### src/rtl/mux_seq_pkg.sv
// Shared defaults, widths and FSM states
// for the sequenced mux controller.
package mux_seq_pkg;

  localparam int N_SEL_DEF  = 6;
  localparam int DEPTH_DEF  = 16;
  localparam int N_MODE_DEF = 4;

  localparam int SEL_W_DEF  = $clog2(N_SEL_DEF);
  localparam int IDX_W_DEF  = $clog2(DEPTH_DEF);
  localparam int MODE_W_DEF = $clog2(N_MODE_DEF);

  typedef enum logic [1:0] {
    S_IDLE = 2'd0,
    S_RUN  = 2'd1,
    S_ERR  = 2'd2
  } state_t;

endpackage

### src/rtl/mux_seq_table.sv
// Per-mode select table and sequence length,
// with write validation and sticky error.
module mux_seq_table
  import mux_seq_pkg::*;
#(
  parameter int N_SEL  = N_SEL_DEF,
  parameter int DEPTH  = DEPTH_DEF,
  parameter int N_MODE = N_MODE_DEF
) (
  input  logic                      SYS_CLK,
  input  logic                      SYS_RST,
  input  logic                      cfg_we_i,
  input  logic [$clog2(N_MODE)-1:0] cfg_mode_i,
  input  logic [$clog2(DEPTH)-1:0]  cfg_addr_i,
  input  logic [$clog2(N_SEL)-1:0]  cfg_data_i,
  input  logic                      cfg_len_we_i,
  input  logic [$clog2(DEPTH):0]    cfg_len_i,
  input  logic [$clog2(N_MODE)-1:0] rd_mode_i,
  input  logic [$clog2(DEPTH)-1:0]  rd_idx_i,
  output logic [$clog2(N_SEL)-1:0]  rd_sel_o,
  output logic [$clog2(DEPTH):0]    rd_len_o,
  output logic                      cfg_err_o
);

  localparam int SEL_W = $clog2(N_SEL);
  localparam int LEN_W = $clog2(DEPTH) + 1;

  logic [SEL_W-1:0] tbl_q [N_MODE][DEPTH];
  logic [LEN_W-1:0] len_q [N_MODE];
  logic             err_q;

  logic [31:0] mode_x;
  logic [31:0] data_x;
  logic [31:0] len_x;
  logic        mode_ok;
  logic        data_ok;
  logic        len_ok;
  logic        tbl_wr;
  logic        len_wr;
  logic        bad_wr;

  // Validate incoming writes against table geometry
  always_comb begin
    mode_x  = 32'(cfg_mode_i);
    data_x  = 32'(cfg_data_i);
    len_x   = 32'(cfg_len_i);
    mode_ok = mode_x < 32'(N_MODE);
    data_ok = data_x < 32'(N_SEL);
    len_ok  = (len_x != 32'd0) &&
              (len_x <= 32'(DEPTH));
    tbl_wr  = cfg_we_i && mode_ok && data_ok;
    len_wr  = cfg_len_we_i && mode_ok && len_ok;
    bad_wr  = (cfg_we_i && !tbl_wr) ||
              (cfg_len_we_i && !len_wr);
  end

  // Storage: identity-ish default on reset, validated writes after
  always_ff @(posedge SYS_CLK) begin
    if (SYS_RST) begin
      for (int m = 0; m < N_MODE; m++) begin
        for (int k = 0; k < DEPTH; k++) begin
          tbl_q[m][k] <= SEL_W'(k % N_SEL);
        end
        len_q[m] <= LEN_W'(N_SEL);
      end
      err_q <= 1'b0;
    end else begin
      if (tbl_wr) begin
        tbl_q[cfg_mode_i][cfg_addr_i] <= cfg_data_i;
      end
      if (len_wr) begin
        len_q[cfg_mode_i] <= cfg_len_i;
      end
      if (bad_wr) begin
        err_q <= 1'b1;
      end
    end
  end

  assign rd_sel_o  = tbl_q[rd_mode_i][rd_idx_i];
  assign rd_len_o  = len_q[rd_mode_i];
  assign cfg_err_o = err_q;

endmodule

### src/rtl/mux_seq_ctrl.sv
// Mode FSM and step index driving a mux select
// from a per-mode programmable sequence.
module mux_seq_ctrl
  import mux_seq_pkg::*;
#(
  parameter int N_SEL  = N_SEL_DEF,
  parameter int DEPTH  = DEPTH_DEF,
  parameter int N_MODE = N_MODE_DEF
) (
  input  logic                      SYS_CLK,
  input  logic                      SYS_RST,
  input  logic [N_MODE-1:0]         mode_i,
  input  logic                      ctrl_update_i,
  input  logic                      ctrl_reset_i,
  input  logic                      cfg_we_i,
  input  logic [$clog2(N_MODE)-1:0] cfg_mode_i,
  input  logic [$clog2(DEPTH)-1:0]  cfg_addr_i,
  input  logic [$clog2(N_SEL)-1:0]  cfg_data_i,
  input  logic                      cfg_len_we_i,
  input  logic [$clog2(DEPTH):0]    cfg_len_i,
  output logic [$clog2(N_SEL)-1:0]  ctrl_mux_o,
  output logic [$clog2(DEPTH)-1:0]  ctrl_idx_o,
  output logic                      wrap_o,
  output logic                      mode_err_o,
  output logic                      cfg_err_o
);

  localparam int SEL_W  = $clog2(N_SEL);
  localparam int IDX_W  = $clog2(DEPTH);
  localparam int MODE_W = $clog2(N_MODE);

  state_t            state_q;
  state_t            state_d;
  logic [MODE_W-1:0] act_q;
  logic [MODE_W-1:0] act_d;
  logic [IDX_W-1:0]  idx_q;
  logic [IDX_W-1:0]  idx_d;
  logic              wrap_q;
  logic              wrap_d;
  logic              zero;
  logic              multi;
  logic              run_q;
  logic              chg;
  logic              at_end;
  logic [SEL_W-1:0]  rd_sel;
  logic [IDX_W:0]    rd_len;

  mux_seq_table #(
    .N_SEL  (N_SEL),
    .DEPTH  (DEPTH),
    .N_MODE (N_MODE)
  ) u_table (
    .SYS_CLK      (SYS_CLK),
    .SYS_RST      (SYS_RST),
    .cfg_we_i     (cfg_we_i),
    .cfg_mode_i   (cfg_mode_i),
    .cfg_addr_i   (cfg_addr_i),
    .cfg_data_i   (cfg_data_i),
    .cfg_len_we_i (cfg_len_we_i),
    .cfg_len_i    (cfg_len_i),
    .rd_mode_i    (act_q),
    .rd_idx_i     (idx_q),
    .rd_sel_o     (rd_sel),
    .rd_len_o     (rd_len),
    .cfg_err_o    (cfg_err_o)
  );

  // Next state, active mode, index and wrap pulse
  always_comb begin
    state_d = state_q;
    act_d   = act_q;
    idx_d   = idx_q;
    wrap_d  = 1'b0;
    zero    = ~|mode_i;
    multi   = |(mode_i & (mode_i - 1'b1));
    run_q   = (state_q == S_RUN);
    at_end  = ((IDX_W+1)'(idx_q) + 1'b1) >= rd_len;

    unique case (1'b1)
      zero:    state_d = S_IDLE;
      multi:   state_d = S_ERR;
      default: state_d = S_RUN;
    endcase

    for (int i = N_MODE - 1; i >= 0; i--) begin
      if (mode_i[i]) begin
        act_d = MODE_W'(i);
      end
    end

    // Entering RUN, or switching mode while in RUN, restarts the sequence
    chg = (state_d == S_RUN) &&
          (!run_q || (act_d != act_q));

    if (ctrl_reset_i) begin
      idx_d = '0;
    end else if (chg) begin
      idx_d = '0;
    end else if (ctrl_update_i && run_q) begin
      if (at_end) begin
        idx_d  = '0;
        wrap_d = 1'b1;
      end else begin
        idx_d = idx_q + 1'b1;
      end
    end
  end

  // State, mode and index registers
  always_ff @(posedge SYS_CLK) begin
    if (SYS_RST) begin
      state_q <= S_IDLE;
      act_q   <= '0;
      idx_q   <= '0;
      wrap_q  <= 1'b0;
    end else begin
      state_q <= state_d;
      act_q   <= act_d;
      idx_q   <= idx_d;
      wrap_q  <= wrap_d;
    end
  end

  assign ctrl_mux_o = (state_q == S_RUN) ? rd_sel : '0;
  assign ctrl_idx_o = idx_q;
  assign wrap_o     = wrap_q;
  assign mode_err_o = (state_q == S_ERR);

endmodule

### config.mk
export PLATFORM = sky130hd
export DESIGN_NAME = mux_seq_ctrl
export DESIGN_NICKNAME = d
export VERILOG_FILES = /design/src/rtl/mux_seq_pkg.sv /design/src/rtl/mux_seq_table.sv /design/src/rtl/mux_seq_ctrl.sv
export SDC_FILE = /design/constraint.sdc
export NUM_CORES = 1
export LEC_CHECK = 0
export BUFFER_PORTS_ARGS = -buffer_cell sky130_fd_sc_hd__buf_2
export CORE_ASPECT_RATIO = 1.75
export CORE_MARGIN = 3
export CORE_UTILIZATION = 40
export DETAILED_ROUTE_END_ITERATION = 7
export GPL_TIMING_DRIVEN = 0
export PLACE_DENSITY_LB_ADDON = 0.25
export SYNTH_ARGS = -nofsm -noshare
export SYNTH_HDL_FRONTEND = slang
export SYNTH_SLANG_ARGS = --single-unit
### constraint.sdc
create_clock -name SYS_CLK -period 3.33 [get_ports SYS_CLK]
set_input_delay 0.333 -clock SYS_CLK [delete_from_list [all_inputs] [get_ports SYS_CLK]]
set_output_delay 0.333 -clock SYS_CLK [all_outputs]
set_load 0.01 [all_outputs]
; Yosys cells after proc, flatten, opt, wreduce, memory -nomap -nowiden
; Memories as Yosys holds them, arrays and structs flattened. A register that Yosys moved wholly into a read port is not among the register bits.
; Cells that the tools add are included.
[op_classes]
n_addsub = 3
order_cmp = 6
eq_ne = 4
muxes = 29
bitwise_logic = 4
reduce_logical = 21
[op_table]
columns = op, n
row1 = $mux 48, 3
row2 = $reduce_or 48->1, 1
row3 = $mux 2, 8
row4 = $bmux 3 s4, 1
row5 = $demux 3 s4, 1
row6 = $mux 3, 4
row7 = $reduce_or 4->1, 3
row8 = $ge 5x5->1 const B, 2
row9 = $not 4->5, 2
row10 = $mux 1, 9
row11 = $logic_and 1x1->1, 8
row12 = $add 4x1->5 const B, 1
row13 = $ge 5x5->1, 1
row14 = $le 5x5->1 const B, 1
row15 = $lt 5x1->1 const B, 1
row16 = $mux 5, 1
row17 = $reduce_bool 5->1, 1
row18 = $reduce_or 5->1, 1
row19 = $add 4x1->4 const B, 1
row20 = $and 4x4->4, 1
row21 = $eq 2x1->1 const B, 2
row22 = $logic_not 1->1, 4
row23 = $mux 4, 1
row24 = $pmux 2 s2, 1
row25 = 7 further kinds, 8
[word_totals]
reg_bits = 10
ram_bits = 212
in_bits = 24
output_inout_bits = 10
mem_count = 2
[mem_list]
columns = memory, words, word_bits, read_ports, rd_clocked_by_memory_dff, wr, line
row1 = u_table.tbl_q, 4, 48, 1, 1, 4, mux_seq_table.sv:28  ; logic [SEL_W-1:0] tbl_q [N_MODE][DEPTH];
row2 = u_table.len_q, 4, 5, 1, 1, 4, mux_seq_table.sv:29  ; logic [LEN_W-1:0] len_q [N_MODE];

; Logic depth before layout (Yosys ltp)
; Gate-level depths: netlist (run 1).
[depth]
ltp_word = 8
depth_mapped = 11
depth_no_buf = 7

; Modules after synthesis
; From an unflattened synthesis (run 1), not the netlist that was laid out.
[unflattened]
cells_unflattened = 855
hier_area_um2 = 11126.9
[by_module_without_submodules]
columns = mod, instances, cells_each, area_each_um2, seq_area_each_um2
row1 = mux_seq_table, 1, 770, 10430.0, 6386.1
row2 = mux_seq_ctrl, 1, 85, 696.9, 180.2

; Worst setup path before layout (run 1)
; OpenSTA, ideal clock, no wires.
[synth_path]
kind = flip-flop to flip-flop
startpoint = reg act_q[0]
endpoint = reg wrap_q (netlist: wrap_o)
setup_ns = 0.116
arrival_ns = 2.728
required_ns = 3.214
slack_ns = 0.487
path_stages_with_launch = 12
period_less_slack_ns = 2.843
cell_sequence = dfxtp_1 buf_6 buf_12 buf_6 buf_2 mux4_2 ha_1 nand2b_1 a21o_1 a21o_1 a211o_1 and3b_1
[synth_via]
elab_chain_len = 8
[synth_rtl]
columns = item, line
row1 = from (decl), mux_seq_ctrl.sv:34  ; logic [MODE_W-1:0] act_q;
row2 = from (signal assigned), mux_seq_ctrl.sv:118  ; act_q <= act_d;
row3 = $mux 2 (4 in a row), mux_seq_ctrl.sv:86  ; if (mode_i[i]) begin
row4 = $ne 2x2->1 *, mux_seq_ctrl.sv:93  ; (!run_q || (act_d != act_q));
row5 = $logic_or 1x1->1 *, mux_seq_ctrl.sv:93
row6 = $logic_and 1x1->1 *, mux_seq_ctrl.sv:92  ; chg = (state_d == S_RUN) &&
row7 = $reduce_or 4->1 (no source line) *, n/a
row8 = to (signal assigned), mux_seq_ctrl.sv:120  ; wrap_q <= wrap_d;
row9 = to (decl), mux_seq_ctrl.sv:38  ; logic wrap_q;
; Every way passes the cells marked *; elsewhere a longest branch is shown, timed or not.
; A chain may end at the register's enable or synchronous reset.

==> impl_metrics.toml, run 1 <==
[clock_network]
cts_tree = "yes"
clk_latency_ps = 540
clock-sinks = 222
numCtsBuffers = 22
clkTransAtPathRegs_ps = 60
cts_max_path_buffers = 3
cts_root_buffer = "clkbuf_16"
cts_setup_buffers = 0
htreeDepth = 1
ctsHoldBuffers = 0

[grt]
grt_pass1_wl_mm = 52.3
track_usage_pct = 24.4
grt_pass1_vias = 7856
grt_max_degree = 15
antenna_found_initial = 0
grt_overflow = 0

[placed_design]
dpl.cell_count = 1242
port_buffers = 29
gp_congestion = 0.915
dpl.hpwl_mm = 26.3

[layout]
final_cells = 1280
nets = 932
mostFrequentLayoutCells = "edfxtp_1 (212), clkbuf_1 (75), and3_1 (58), nor3_1 (53), a21o_1 (50)"
drive_above_1_share_pct = 16.3
num_antenna_cells = 0
layout_commonest_cell = "edfxtp_1"
area_growth_pct = 12.2

[power_and_ir_drop]
p_comb_share_pct = 9.7
switchingPower_w = 0.00156
power_frac_clock_pct = 38.5
internal_power_w = 0.00469
power_leakage_nw = 4.40
power.share.sequential_pct = 51.8
peakVddDrop_v = 0.000367
power.density_nw_per_um2 = 505
swShare_pct = 25.0

[synthesis]
ys_seq_elements = 222
syn_nets = 879
synth.distinct_cells = 57
avgSynthCellArea_um2 = 13.0
synth_seq_area_share_pct = 59.5
yosysWarnings = 0
synth_cells = 849
ys.flop_type = "edfxtp_1"
synthArstFlopShare_pct = 0
syn_area_um2 = 11000
synth_edf_count = 212

[sta]
grt_setup_unrepaired = "no"
fin_ws_ps = -5.88
final_hold_viol_count = 0
period_needed_ps = 3340
setup_viol = 1
slew_headroom_pct = 32.3
fmax_ghz = 0.300
drv_slew = 0
fin_crit_sh_pct = 100
worst_slew_pin_slew_ps = 1020
fin_skew_ps = 9.84
whs_ps = 73.3

[worst_setup_path]
path_cells = "buf_6, buf_12, buf_12, buf_6, mux2i_1, o22ai_1, a211oi_1, a21oi_2, a22o_1, buf_2"
worst_setup_path_end_kind = "output port"
required_ps = 3000
rr_worst_depth = 11
max_stage_delay_ps = 340
worst_ep_arrival_time_ps = 3000
path_class = "register to output port"
slowest_stage = "dfxtp_1"
cp_max_fo = 10
start_kind = "register"

[floorplan]
die_height_um = 226
start_util_pct = 41.0
dieWidth_um = 132
core_um2 = 26900
dieArea_um2 = 29700
top_level_ports = 34
rows = 79

[run_status]
violations = "setup timing"
status = "finished with violations"

[detailed_routing]
vias = 7724
drt-pass1-iter-count = 5
drtIter0Drc = 664
drc = 0
drt-total-wl_mm = 36.3
drtAntennaViolNets = 0
avgViaCountPerCell = 6.03
wl_per_cell_um = 28.4

[hold_path]
hold_depth = 3
worst_hold_path_type = "primary input to register"

[run]
maxCapViolCount = 0
[worst max-delay path, delay by kind of cell (launching register included)]
family / cells / cell delay [ps]
muxes: 1 / 260
AOI/OAI and AO/OA: 4 / 940
DFF: 1 / 340
buffers and inverters: 5 / 930
[kinds of logic (layout without fill, tap and decap cells)]
group / Yosys count / count (layout) / synth area share (%)
adder cells (fa/ha/maj): 7 / 7 / 0.771
buffers and inverters: 111 / 178 / 4.44
flip-flops: 222 / 222 / 59.5
AND/OR/NAND/NOR: 316 / 316 / 15.9
multiplexers: 66 / 66 / 10.8
XOR/XNOR: 7 / 7 / 0.556
AO/OA/AOI/OAI: 120 / 120 / 8.02
[synthesized netlist by cell type (all sizes together), types with 12 or more instances]
master  instances  share of area [%]
nor2           39                1.4
o21bai         12               0.82
and3           58                3.3
buf            24                1.5
mux2i          25                2.3
a21o           50                3.4
a211oi         15                1.0
nor3           54                2.5
clkbuf         75                2.6
nand3          29                1.3
or3            31                1.8
nor4           22                1.2
or2            12               0.68
mux4           41                8.5
nand2          33                1.1
edfxtp        212                 58
[timing repair]
action	4_1_cts	5_1_grt
pin swaps	0	0
endpoints found under the hold margin	0	0
setup endpoints to repair	3	5
resized for setup	16	15
[power by group through the flow]
| stage | clock [W] | combinational [W] | sequential [W] |
|---|---|---|---|
| 4_1_cts | 0.00241 | 0.000597 | 0.00324 |
| 3_3_place_gp | 0 | 0.000587 | 0.00329 |
| 5_1_grt | 0.00251 | 0.000633 | 0.00325 |
| 2_1_floorplan | 0 | 0.000354 | 0.00328 |
| 6_report | 0.00241 | 0.000605 | 0.00324 |
| 3_5_place_dp | 0 | 0.000590 | 0.00330 |
[metal layers]
metal / wire [um] / vias up / track usage, % / part of all wire, %
met5: 0 / - / 0 / 0
met4: 2930 / 0 / 17.1 / 8.1
met3: 2220 / 138 / 3.34 / 6.1
met2: 19200 / 370 / 45.0 / 53
met1: 12000 / 3829 / 25.4 / 33
li1: - / 3387 / - / -
[final cells by class]
type	instances	area (um^2)
Sequential cell	222	6570
Timing Repair Buffer	29	145
Fill cell	2490	14500
Multi-Input combinational cell	516	4020
Tap cell	364	455
Buffer	99	475
Inverter	12	45.0
Clock buffer	25	562
Clock inverter	13	106
[flip-flops by register name, summed over array words and instances (netlist names)]
signal	cells
u_table.tbl_q	192
u_table.len_q	20
ctrl_idx_o	4
act_q	2
state_q	2
u_table.cfg_err_o	1
wrap_o	1
[stage by stage]
step / setup slack, ps / setup TNS, ps / utilization (%) / total power, W / instance area (um^2)
floorplan: 487 / 0 / - / 0.00363 / 11000
global placement: 13.6 / 0 / 43.3 / 0.00388 / 11600
detailed placement: 35.9 / 0 / 43.3 / 0.00389 / 11600
CTS: 10.5 / 0 / 45.9 / 0.00624 / 12400
global route: 11.6 / 0 / 46.0 / 0.00639 / 12400
finish: -5.88 / -5.88 / 46.0 / 0.00625 / 12400
[path summary, 6_finish.rpt]
kind                startpoint                end  slack (ps)
max                   act_q[0]      ctrl_mux_o[2]          -6
min               cfg_len_we_i  u_table.cfg_err_o          70
max reg2reg           act_q[0]      ctrl_idx_o[2]         290
min reg2reg  u_table.cfg_err_o  u_table.cfg_err_o         500
(Power assumes the default switching activity.)
==> run 2, diff against run 1 <==
--- a/config.mk
+++ b/config.mk
@@ -12,4 +12,5 @@
 export DETAILED_ROUTE_END_ITERATION = 7
 export GPL_TIMING_DRIVEN = 0
+export MAX_ROUTING_LAYER = met4
 export PLACE_DENSITY_LB_ADDON = 0.25
 export SYNTH_ARGS = -nofsm -noshare
==> constraint.sdc (replaced) <==
create_clock -name SYS_CLK -period 3.33 [get_ports SYS_CLK]
set_input_delay 0.1665 -clock SYS_CLK [delete_from_list [all_inputs] [get_ports SYS_CLK]]
set_output_delay 0.1665 -clock SYS_CLK [all_outputs]
set_load 0.01 [all_outputs]
==> run 2 against run 1 <==
  * The flow now finishes without violations
  * Fmax rose by 2.9%
  * Die area is the same
  * Global-route usage up 0.81 points
  * Flip-flop and latch count unchanged
  * Register-to-register slack lost 30 ps
  * Combinational power rose by 1%
  * Clock-buffer cell count unchanged
  * Non-clock buffer count increased by 9
  * Critical path depth fell by 3
  * Clock skew increased by 1.5 ps
  * Critical path type unchanged
  * Largest cell class unchanged
  * Highest routed layer unchanged
==> impl_metrics.toml, run 2 (same netlist as run 1, synthesis figures left out) <==
[layout]
num_antenna_cells = 0
largest_reg_flops = 192
design_area_um2 = 12400
drive_above_1_share_pct = 15.7
nets = 941
area_growth_pct = 12.8
layout_commonest_cell = "edfxtp_1"
mostFrequentLayoutCells = "edfxtp_1 (212), clkbuf_1 (76), and3_1 (58), nor3_1 (53), a21o_1 (50)"
regMostFlops = "u_table.tbl_q"
final_cells = 1289

[worst_setup_path]
path_class = "register to output port"
cp_max_fo = 10
r2r-start = "act_q[0]"
r2r_end = "ctrl_idx_o[2]"
start_kind = "register"
required_ps = 3160
worst_setup_path_end_kind = "output port"
r2r_setup_slack_ps = 260
rr_worst_depth = 11
worst_ep_arrival_time_ps = 3080

[hold_path]
hold_depth = 4
worstHoldStart = "ctrl_reset_i"
min_to = "ctrl_idx_o[0]"
worst_hold_path_type = "primary input to register"

[placed_design]
dpl.hpwl_mm = 26.3
port_buffers = 29
place_ws_ps = 35.9
dpl_cell_area_um2 = 11600
gp_congestion = 0.931
dpl.cell_count = 1242

[detailed_routing]
wl_per_cell_um = 28.3
drtAntennaViolNets = 0
drtIter0Drc = 665
drc = 0
avgViaCountPerCell = 6.11
vias = 7873
drt-total-wl_mm = 36.5
drt-pass1-iter-count = 5

[clock_network]
htreeDepth = 1
clk_latency_ps = 540
cts_max_path_buffers = 3
cts_root_buffer = "clkbuf_16"
clkTransAtPathRegs_ps = 70
cts_tree = "yes"
clock-sinks = 222
numCtsBuffers = 22

[sta]
final_hold_viol_count = 0
drv_slew = 0
fin_crit_sh_pct = 97.4
period_needed_ps = 3240
fin_skew_ps = 11.4
grt_setup_unrepaired = "no"
slew_headroom_pct = 33.4
fin_ws_ps = 87.6
finalSetupTns_ps = 0
setup_viol = 0
worst_slew_pin_slew_ps = 1000
fmax_ghz = 0.308

[grt]
grt_max_degree = 15
grt_pass1_wl_mm = 52.4
grt_pass1_vias = 7902
antenna_found_initial = 0
track_usage_pct = 25.2
grt_overflow = 0

[power_and_ir_drop]
power_leakage_nw = 4.42
peakVddDrop_v = 0.000365
power.density_nw_per_um2 = 503

[floorplan]
top_level_ports = 34
core_um2 = 26900
dieArea_um2 = 29700
rows = 79
start_util_pct = 41.0
dieWidth_um = 132
die_height_um = 226

[run]
maxCapViolCount = 0

[run_status]
status = "completed"
## run 2: cell types whose count changed in the layout (fill, tap and decap cells not counted), sizes merged
| cell | before | now |
|---|---|---|
| buf | 54 | 51 |
| clkbuf | 99 | 100 |
| clkdlybuf4s15 | 0 | 2 |
| dlygate4sd3 | 0 | 9 |
## run 2: stage by stage
| step | hold WS, ps | utilization, % | power [W] |
|---|---|---|---|
| 5_1_grt | 49.6 | 46.3 | 0.00639 |
| 6_report | 37.2 | 46.3 | 0.00625 |
| 2_1_floorplan | 326 | - | 0.00363 |
| 3_5_place_dp | 457 | 43.3 | 0.00389 |
| 3_3_place_gp | 433 | 43.3 | 0.00388 |
| 4_1_cts | 23.3 | 46.1 | 0.00625 |
## run 2: worst max path at each step
stage	from	end	slack (ps)	depth (start not counted)
4_1_cts	act_q[0]	ctrl_mux_o[1]	20	10
6_report	act_q[1]	ctrl_mux_o[2]	90	7
2_1_floorplan	act_q[0]	wrap_o	490	11
5_1_grt	act_q[0]	ctrl_mux_o[1]	40	10
3_3_place_gp	act_q[1]	wrap_o	10	9
3_5_place_dp	act_q[1]	ctrl_idx_o[2]	40	9
## run 2: final cells by class
| cell class | instances | area (um^2) |
|---|---|---|
| Buffer | 99 | 468 |
| Clock buffer | 25 | 562 |
| Clock inverter | 13 | 106 |
| Fill cell | 2480 | 14500 |
| Inverter | 12 | 45.0 |
| Multi-Input combinational cell | 516 | 4000 |
| Sequential cell | 222 | 6570 |
| Tap cell | 364 | 455 |
| Timing Repair Buffer | 38 | 235 |
## run 2: routing by layer
| layer | up-vias | part of all wire (%) | GRT usage, % |
|---|---|---|---|
| li1 | 3416 | - | - |
| met1 | 3907 | 33 | 25.4 |
| met2 | 399 | 52 | 45.0 |
| met3 | 151 | 6.6 | 3.66 |
| met4 | 0 | 8.1 | 17.1 |
| met5 | - | 0 | - |
## run 2: worst max-delay path: stages (launching register included)
cell	delay, ps
dfxtp_1	320
buf_2	310
clkdlybuf4s15_2	530
mux4_2	380
a22oi_1	90
a21oi_1	450
a22o_1	280
buf_2	160
## run 2: timing repair
| action | CTS | global route |
|---|---|---|
| gates cloned | 0 | 0 |
| setup buffers | 0 | 0 |
| setup endpoints to repair | 3 | 8 |
| endpoints found under the hold margin | 15 | 0 |
| pin swaps | 0 | 1 |
| gates resized for setup | 5 | 11 |
| hold buffers | 9 | 0 |
## run 2: where the power goes
part           internal (W)  total, W  switching (W)
sequential          0.00319   0.00324      0.0000412
combinational      0.000200  0.000613       0.000413
clock               0.00130   0.00240        0.00111
